[src/rtl/hex_display_scanner.sv]
// Time-multiplexed hex digit scanner: one shared decoder, dead-time blanking, frame-synchronous load.
// Optional leading-zero suppression is enabled with `define LEADING_ZERO_BLANK_EN.
module hex_display_scanner #(
    parameter int NUM_DIGITS   = 4,
    parameter int DWELL_CYCLES = 50000,
    parameter int DEAD_CYCLES  = 500
) (
    input  logic                    clock,
    input  logic                    resetn,
    input  logic                    load_valid,
    input  logic [4*NUM_DIGITS-1:0] load_data,
    output logic                    load_ready,
    input  logic [NUM_DIGITS-1:0]   blank_mask,
    output logic [3:0]              hex_nibble,
    output logic                    seg_blank,
    output logic [NUM_DIGITS-1:0]   digit_sel_n,
    output logic                    frame_tick
);
    localparam int CW = $clog2(DWELL_CYCLES);
    localparam int IW = $clog2(NUM_DIGITS);
    localparam logic [CW-1:0] DEAD_LAST = CW'(DEAD_CYCLES - 1);
    localparam logic [CW-1:0] SLOT_LAST = CW'(DWELL_CYCLES - 1);
    localparam logic [IW-1:0] IDX_LAST  = IW'(NUM_DIGITS - 1);

    typedef enum logic {DEAD = 1'b0, DRIVE = 1'b1} state_t;

    state_t                     state, state_nx;
    logic [CW-1:0]              cnt;
    logic [IW-1:0]              idx;
    logic [NUM_DIGITS-1:0][3:0] shadow, active;
    logic                       pending;
    logic                       boundary;
    logic                       slot_end, frame_end, suppress, accept;
    logic [NUM_DIGITS-1:0]      sel_nx;
    logic                       blank_nx;
    logic [3:0]                 nib_nx;

    assign slot_end  = (cnt == SLOT_LAST);
    assign frame_end = slot_end && (idx == IDX_LAST);
    // load_ready lags pending by a cycle, so pending also gates acceptance
    assign accept    = load_valid && load_ready && !pending;

`ifdef LEADING_ZERO_BLANK_EN
    // lz[i]: digit i and every digit above it are zero
    logic [NUM_DIGITS-1:0] lz;
    assign lz[NUM_DIGITS-1] = (active[NUM_DIGITS-1] == 4'h0);
    for (genvar i = 0; i < NUM_DIGITS-1; i++) begin : g_lz
        assign lz[i] = lz[i+1] && (active[i] == 4'h0);
    end
    assign suppress = (idx != '0) && lz[idx];
`else
    assign suppress = 1'b0;
`endif

    always_ff @(posedge clock or negedge resetn) begin
        if (!resetn) begin
            state <= DEAD;
            cnt   <= '0;
            idx   <= '0;
        end else begin
            state <= state_nx;
            cnt   <= slot_end ? '0 : cnt + CW'(1);
            if (slot_end)
                idx <= (idx == IDX_LAST) ? '0 : idx + IW'(1);
        end
    end

    always_comb begin
        state_nx = state;
        case (state)
            DEAD:    if (cnt == DEAD_LAST) state_nx = DRIVE;
            DRIVE:   if (slot_end)         state_nx = DEAD;
            default: state_nx = DEAD;
        endcase
    end

    always_comb begin
        sel_nx   = '1;
        blank_nx = 1'b1;
        nib_nx   = hex_nibble;
        if (state == DRIVE) begin
            nib_nx   = active[idx];
            blank_nx = blank_mask[idx] | suppress;
            if (!suppress)
                sel_nx[idx] = 1'b0;
        end
    end

    // boundary marks the wrap edge; tick and commit land one edge later, in the new frame's first DEAD cycle
    always_ff @(posedge clock or negedge resetn) begin
        if (!resetn) begin
            digit_sel_n <= '1;
            hex_nibble  <= 4'h0;
            seg_blank   <= 1'b1;
            load_ready  <= 1'b1;
            frame_tick  <= 1'b0;
            boundary    <= 1'b0;
            shadow      <= '0;
            active      <= '0;
            pending     <= 1'b0;
        end else begin
            digit_sel_n <= sel_nx;
            hex_nibble  <= nib_nx;
            seg_blank   <= blank_nx;
            load_ready  <= ~pending;
            boundary    <= frame_end;
            frame_tick  <= boundary;
            if (boundary && pending) begin
                active  <= shadow;
                pending <= 1'b0;
            end else if (accept) begin
                shadow  <= load_data;
                pending <= 1'b1;
            end
        end
    end
endmodule
[config.mk]
export PLATFORM = sky130hd
export DESIGN_NAME = hex_display_scanner
export DESIGN_NICKNAME = d
export VERILOG_FILES = /design/src/rtl/hex_display_scanner.sv
export SDC_FILE = /design/constraint.sdc
export NUM_CORES = 1
export LEC_CHECK = 0
export ABC_CLOCK_PERIOD_IN_PS = 1690
export BUFFER_PORTS_ARGS = -buffer_cell sky130_fd_sc_hd__clkbuf_2
export CAP_MARGIN = 0
export CORE_UTILIZATION = 33
export CTS_BUF_LIST = sky130_fd_sc_hd__clkbuf_8 sky130_fd_sc_hd__clkbuf_16
export CTS_CLUSTER_DIAMETER = 100
export DETAILED_ROUTE_END_ITERATION = 6
export GPL_TIMING_DRIVEN = 0
export PLACE_DENSITY_LB_ADDON = 0.05
export SKIP_LAST_GASP = 1
export SLEW_MARGIN = 20
export SYNTH_ARGS = -nofsm -noshare
export SYNTH_HDL_FRONTEND = slang
export SYNTH_SLANG_ARGS = --single-unit
[constraint.sdc]
create_clock -name clock -period 1.69 [get_ports clock]
set_input_delay 0.169 -clock clock [delete_from_list [all_inputs] [get_ports clock]]
set_output_delay 0.169 -clock clock [all_outputs]
set_load 0.01 [all_outputs]
; ---- Yosys cells after proc, flatten, opt, wreduce, memory -nomap -nowiden
; Index checks and enable logic that the tools add are counted.
[word_totals]
register_bits = 64
wordCells = 52
[classes]
add_sub_neg = 2
order_cmp = 2
n_eq_ne = 3
n_mux = 15
n_bitwise = 4
reduce_logical = 8
[op_table]
columns = op, n
row1 = $add A16 B1 Y16 const B, 1
row2 = $eq A16 B16 Y1 const B, 1
row3 = $eq A16 B9 Y1 const B, 1
row4 = $mux W16, 1
row5 = $bmux W4 S2, 1
row6 = $mux W4, 2
row7 = $mux W1, 7
row8 = $logic_and A1 B1 Y1, 5
row9 = $not A4 Y4, 1
row10 = $lt A2 B3 Y1 const B, 1
row11 = $not A1 Y1, 3
row12 = $add A2 B1 Y2 const B, 1
row13 = $bmux W1 S2, 1
row14 = $demux W1 S2, 1
row15 = $eq A2 B2 Y1 const B, 1
row16 = $ge A2 B1 Y1 const B, 1
row17 = $mux W2, 1
row18 = $pmux W1 S2, 1
row19 = $reduce_and A2 Y1, 1
row20 = $reduce_bool A2 Y1, 1
row21 = $logic_not A1 Y1, 1

; ---- Depth between registers and ports, before layout
; Gate-level depths: netlist (run 1).
[depth]
word_depth = 6
depth_mapped = 6
mapped_depth_nobuf = 5

; ---- Worst setup path after synthesis (run 1)
; No wires, ideal clock.
[synth_path]
kind = register to register
startpoint = register cnt[4]
endpoint = register idx[0]
arrival_ns = 1.436
required_time_ns = 1.563
path_slack_ns = 0.126
stages_incl_launch_ff = 6
n_path_buf = 1
cell_sequence = dfrtp_1 > buf_2 > nor4b_2 > and4_1 > and4_4 > mux2_1
[synth_via]
elab_chain_cells = 1
[synth_rtl]
columns = element, line
row1 = start: declaration, 28  ; logic [CW-1:0] cnt;
row2 = start signal: assignment, 62  ; cnt <= slot_end ? '0 : cnt + CW'(1);
row3 = $eq A16 B16 Y1, 38  ; assign slot_end = (cnt == SLOT_LAST);
row4 = end signal: assignment, 64  ; idx <= (idx == IDX_LAST) ? '0 : idx + IW'(1);
row5 = end: declaration, 29  ; logic [IW-1:0] idx;
; Every way passes these cells.
; A chain may end at the register's enable or synchronous reset.

; ---- Final worst setup path (run 1)
[layout_path]
startpoint = register cnt[5]
endpoint = register idx[0]
; The elaborated chain is that of the path after synthesis.

==> impl_metrics.ini, run 1 <==
[final_layout]
layout.nets = 271
final_area_mm2 = 0.00323
final_common_cell = dfrtp_1
area_growth_syn_to_layout_pct = 19.7
final_cell_mix = dfrtp_1, mux2_2, clkbuf_2
fill_cells = 755
num_antenna_cells = 0
drive_gt1_frac = 0.433
multiInputGateArea_mm2 = 0.00104
register_area_mm2 = 0.00161

[sta]
tightest_slew_ns = 0.587
fmax_mhz = 625
report.final.hold_viol_count = 0
fin_crit_ns = 1.60
rsz0062_at_grt = false
finalClockSkew_ns = 0.00574
setup_viol = 0
finalWorstSetupSlack_ns = 0.0888
fin_crit_sh = 0.947
final.setup.tns_ns = 0
relSlewSlack = 0.608
report.final.slew_viol_count = 0

[place]
io_buffers = 33
post_dp_cell_area_mm2 = 0.00301
pre_cts_slack_ns = -0.0321
gp_congestion = 0.793
dp_hpwl_um = 3640

[routing]
met1_length_um = 2250
vias = 1650
top_layer_used = met4
drt_iter0_drc = 51
wl_met2_um = 2450
avgRoutedWirePerCell_um = 14.3
wirelength_um = 5010
routed_via_density = 4.73
route.detailed.drc = 0
drtAntennaViolNets = 0
dr.pass1.iters = 4
wl_met3_um = 235

[yosys]
synth_simple_gate_area_share = 0.104
synth.largest_area_cell = dfrtp_1
yosys_warnings = 0
synthAdderAreaFrac = 0.0278
synth_xor_area_frac = 0.0455
synth_top_cell_area_share = 0.538
synth_edf_count = 0
synth.area.top_cells = dfrtp_1, mux2_2, dfstp_2, mux4_2, xor2_1
ys_seq_area_frac = 0.596
synth_compound_area_frac = 0.00510
postSynthCellCount = 194
syn-num-nets = 223
avgSynthCellArea_um2 = 13.9
muxShareOfSynthArea = 0.200
synth_seq_cells = 64
synth-main-ff-cell = dfrtp_1
synthArstFlopShare = 1.00
syn-cell-area_mm2 = 0.00270
ys_types = 28
synth_top_family_by_area = multiplexers

[cts]
clk_pin_slew_ns = 0.07
cts_tree = done
clk_latency_ns = 0.33
root_buffer = clkbuf_8
cts.sink_count = 64
cts-buffers-inserted = 9
clk_path_buf_depth = 2
htree_levels = 3

[floorplanning]
fp.dieH_um = 92.4
core_area_mm2 = 0.00781
initial_core_util = 0.346
die_w_um = 92.4
dieArea_mm2 = 0.00854
io_pins = 34
num_rows = 32

[critical_path]
cp_data_required_time_ns = 1.91
critPathCapture = idx[0]
cp-end-kind = flip-flop
reg2reg_from = cnt[5]
crit_fanout = 6
r2r-end = idx[0]
rrSetupSlack_ns = 0.09
critical_path_class = reg -> reg
startpoint = cnt[5]
reg2regPathDepth = 4
cp.arrival_ns = 1.82
startpoint_type = flip-flop

[pwr]
leakage_nw = 1.60
powerDensity_mw_per_mm2 = 865
peakVddDrop_uv = 503

[status]
status = completed

[global_routing]
antenna_found_initial = 0
gr-total-overflow = 0
grt_pass1_vias = 1757
grt_first_pass_wirelength_um = 8600
grt_usage = 0.134
grt_max_degree = 43

[flow_run]
cap_violations = 0

[worst_hold_path]
hold_class = in -> reg
==> critical path, stage by stage (launching register included) <==
cell and delay (ns):
dfrtp_1 0.46, nor4b_2 0.26, and4_1 0.20, and4_4 0.24
mux2_1 0.33
==> registers in the layout, indices dropped and copies added (netlist names) <==
name,count
active,16
cnt,16
shadow,16
digit_sel_n,4
hex_nibble,4
idx,2
boundary,1
frame_tick,1
load_ready,1
pending,1
seg_blank,1
state,1
==> cell families after synthesis <==
logic type	Yosys count
and+or+nand+nor	53
adders and majority gates	6
buffers and inverters	12
AOI/OAI and AO/OA	2
xor gates and xnor gates	14
muxes	43
DFF	64
==> cells in the mapped netlist (all sizes together) (4+ instances only) <==
cell   instances
nor2          14
ha             6
mux4           5
mux2          38
inv            5
dfstp          6
buf            6
xor2           9
dfrtp         58
nand3          8
nand4          4
nand2          9
nor4           5
xnor2          5
==> report_power, final <==
part           switching (mW)  internal, mW
clock                   0.543         0.657
sequential                  0          1.53
combinational          0.0355        0.0266
total                   0.578          2.22
==> what timing repair did <==
| action | 4_1_cts | 5_1_grt |
|---|---|---|
| setup endpoints to repair | 2 | 2 |
| resized for setup | 1 | 2 |
| endpoints found under the hold margin | 21 | 0 |
| buffers inserted | 0 | 3 |
| hold buffers | 1 | 0 |
| pin swaps | 0 | 2 |
==> worst min path at each step <==
stage                        startpoint       endpoint  slack [ns]  depth (start not counted)
after floorplan                  resetn      active[0]       -0.13                          0
after global placement     load_data[3]      shadow[3]        0.40                          2
after detailed placement         resetn  hex_nibble[3]        0.12                          1
after CTS                  load_data[0]      shadow[0]        0.04                          2
after global routing      load_data[15]     shadow[15]        0.05                          2
final                      load_data[1]      shadow[1]        0.06                          2
==> area by class of cell <==
cell class,instances,area share
repair buffers,38,0.0682
well taps,102,0.0395
clock buffers,9,0.0384
flip-flops and latches,64,0.499
inverters,5,0.00581
plain buffers,6,0.00969
clock inverters,7,0.0174
multi-input cells,118,0.322
==> metrics by stage <==
stage	utilization	instances	total power [mW]	hold slack, ns
floorplan	-	194	1.56	-0.127
finish	0.414	349	2.79	0.0640
detailed placement	0.386	330	1.62	0.117
global route	0.414	349	2.93	0.0458
CTS	0.411	347	2.86	0.0433
global placement	0.383	329	1.62	0.402
==> routing by layer <==
layer / vias to the layer above / track usage
li1: 782 / -
met1: 824 / 0.162
met2: 36 / 0.221
met3: 8 / 0.0509
met4: 0 / 0.0430
met5: - / 0
Power figures use the tool's default switching activity.
==> run 2, diff against run 1 <==
--- a/config.mk
+++ b/config.mk
@@ -5,7 +5,7 @@
 export SDC_FILE = /design/constraint.sdc
 export NUM_CORES = 1
 export LEC_CHECK = 0
-export ABC_CLOCK_PERIOD_IN_PS = 1690
+export ABC_CLOCK_PERIOD_IN_PS = 1570
 export BUFFER_PORTS_ARGS = -buffer_cell sky130_fd_sc_hd__clkbuf_2
 export CAP_MARGIN = 0
 export CORE_UTILIZATION = 33
==> constraint.sdc (replaced) <==
create_clock -name clock -period 1.57 [get_ports clock]
set_input_delay 0.157 -clock clock [delete_from_list [all_inputs] [get_ports clock]]
set_output_delay 0.157 -clock clock [all_outputs]
set_load 0.01 [all_outputs]
==> run 2 against run 1 <==
Against the previous run:
- the run now ends with setup timing left
- die area is the same
- register-to-register slack lost 0.098 ns
- via count grew 3.2%
- combinational power grew 8.4%
- global-route usage grew 0.20 points
- critical endpoint unchanged
- largest cell class unchanged
==> impl_metrics.ini, run 2 (synthesis results as in run 1) <==
[final_layout]
top_regs = active x16, cnt x16, shadow x16
layout.nets = 274
final_common_cell = dfrtp_1
final_cell_mix = dfrtp_1, mux2_2, clkbuf_2
area_growth_syn_to_layout_pct = 21.9
num_antenna_cells = 0
drive_gt1_frac = 0.456

[floorplanning]
die_w_um = 92.4
io_pins = 34
core_area_mm2 = 0.00781
fp.dieH_um = 92.4
dieArea_mm2 = 0.00854
initial_core_util = 0.346
num_rows = 32

[cts]
root_buffer = clkbuf_8
cts.sink_count = 64
htree_levels = 3
clk_pin_slew_ns = 0.07
clk_latency_ns = 0.33
clk_path_buf_depth = 2
cts-buffers-inserted = 9
cts_tree = done

[global_routing]
antenna_found_initial = 0
gr-total-overflow = 0
grt_usage = 0.136
grt_first_pass_wirelength_um = 8720
grt_pass1_vias = 1780
grt_max_degree = 43

[critical_path]
crit_fanout = 3
rrSetupSlack_ns = -0.009
cp-end-kind = flip-flop
reg2reg_from = cnt[4]
cp.arrival_ns = 1.80
reg2regPathDepth = 4
cp_data_required_time_ns = 1.79
critical_path_class = reg -> reg
r2r-end = idx[0]
startpoint_type = flip-flop

[routing]
route.detailed.drc = 0
routed_via_density = 4.84
dr.pass1.iters = 4
avgRoutedWirePerCell_um = 14.6
wirelength_um = 5130
vias = 1703
drt_iter0_drc = 46
drtAntennaViolNets = 0

[sta]
relSlewSlack = 0.614
report.final.hold_viol_count = 0
tightest_slew_ns = 0.578
final.setup.tns_ns = -0.00919
fmax_mhz = 633
finalClockSkew_ns = 0.00578
rsz0062_at_grt = true
fin_crit_sh = 1.01
setup_viol = 1
finalWorstSetupSlack_ns = -0.00919
fin_crit_ns = 1.58
report.final.slew_viol_count = 0

[status]
violations = setup timing
status = finished with violations

[flow_run]
cap_violations = 0

[worst_hold_path]
hold_class = in -> reg
hp-start = load_data[7]
holdPathEnd = shadow[7]
hold_depth = 2

[pwr]
leakage_nw = 1.63
powerDensity_mw_per_mm2 = 916
peakVddDrop_uv = 542

[place]
pre_cts_slack_ns = -0.152
gp_congestion = 0.793
io_buffers = 33
dp_hpwl_um = 3640
## run 2: layer usage
layer	GRT usage	wire [µm]	up-vias
met1	0.166	2300	847
met2	0.217	2440	53
met4	0.0534	98	0
met5	0	0	-
met3	0.0517	300	12
li1	-	-	791
## run 2: worst max-delay path: stages (launching register included)
cell and delay [ns]:
dfrtp_2 0.44, nor4b_4 0.26, and4_1 0.20, and4_4 0.24, mux2_1 0.33
## run 2: worst max-delay path by stage
stage,endpoint,startpoint
floorplan,idx[0],cnt[4]
global placement,idx[1],cnt[11]
detailed placement,idx[0],cnt[10]
CTS,idx[0],cnt[5]
global route,idx[0],cnt[4]
finish,idx[0],cnt[4]
## run 2: what timing repair did
action	4_1_cts	5_1_grt
setup buffers	4	2
hold buffers	1	0
gates resized for setup	7	4
hold endpoints to repair	21	0
pin swaps	0	2
setup endpoints to repair	25	24
## run 2: layout make-up
| cell class | count | area (µm²) |
|---|---|---|
| flip-flops and latches | 64 | 1610 |
| repair buffers | 41 | 243 |
| plain buffers | 6 | 37.5 |
| clock buffers | 9 | 124 |
| well taps | 102 | 128 |
| multi-input cells | 118 | 1070 |
| fillers | 748 | 4520 |
| clock inverters | 7 | 56.3 |
| inverters | 5 | 18.8 |
## run 2: per-stage QoR
step	utilization	hold slack, ns	power, mW	instances	instance area [µm²]
CTS	0.417	0.0313	3.08	350	3250
global placement	0.383	0.390	1.74	329	2990
detailed placement	0.386	0.105	1.75	330	3010
finish	0.421	0.0515	3.01	352	3290
global route	0.421	0.0339	3.15	352	3290
floorplan	-	-0.139	1.68	194	2700
## run 2: power breakdown
group / switching, mW / total [mW] / internal, mW
clock: 0.589 / 1.30 / 0.707
sequential: 0 / 1.65 / 1.65
combinational: 0.0387 / 0.0673 / 0.0287
total: 0.627 / 3.01 / 2.39
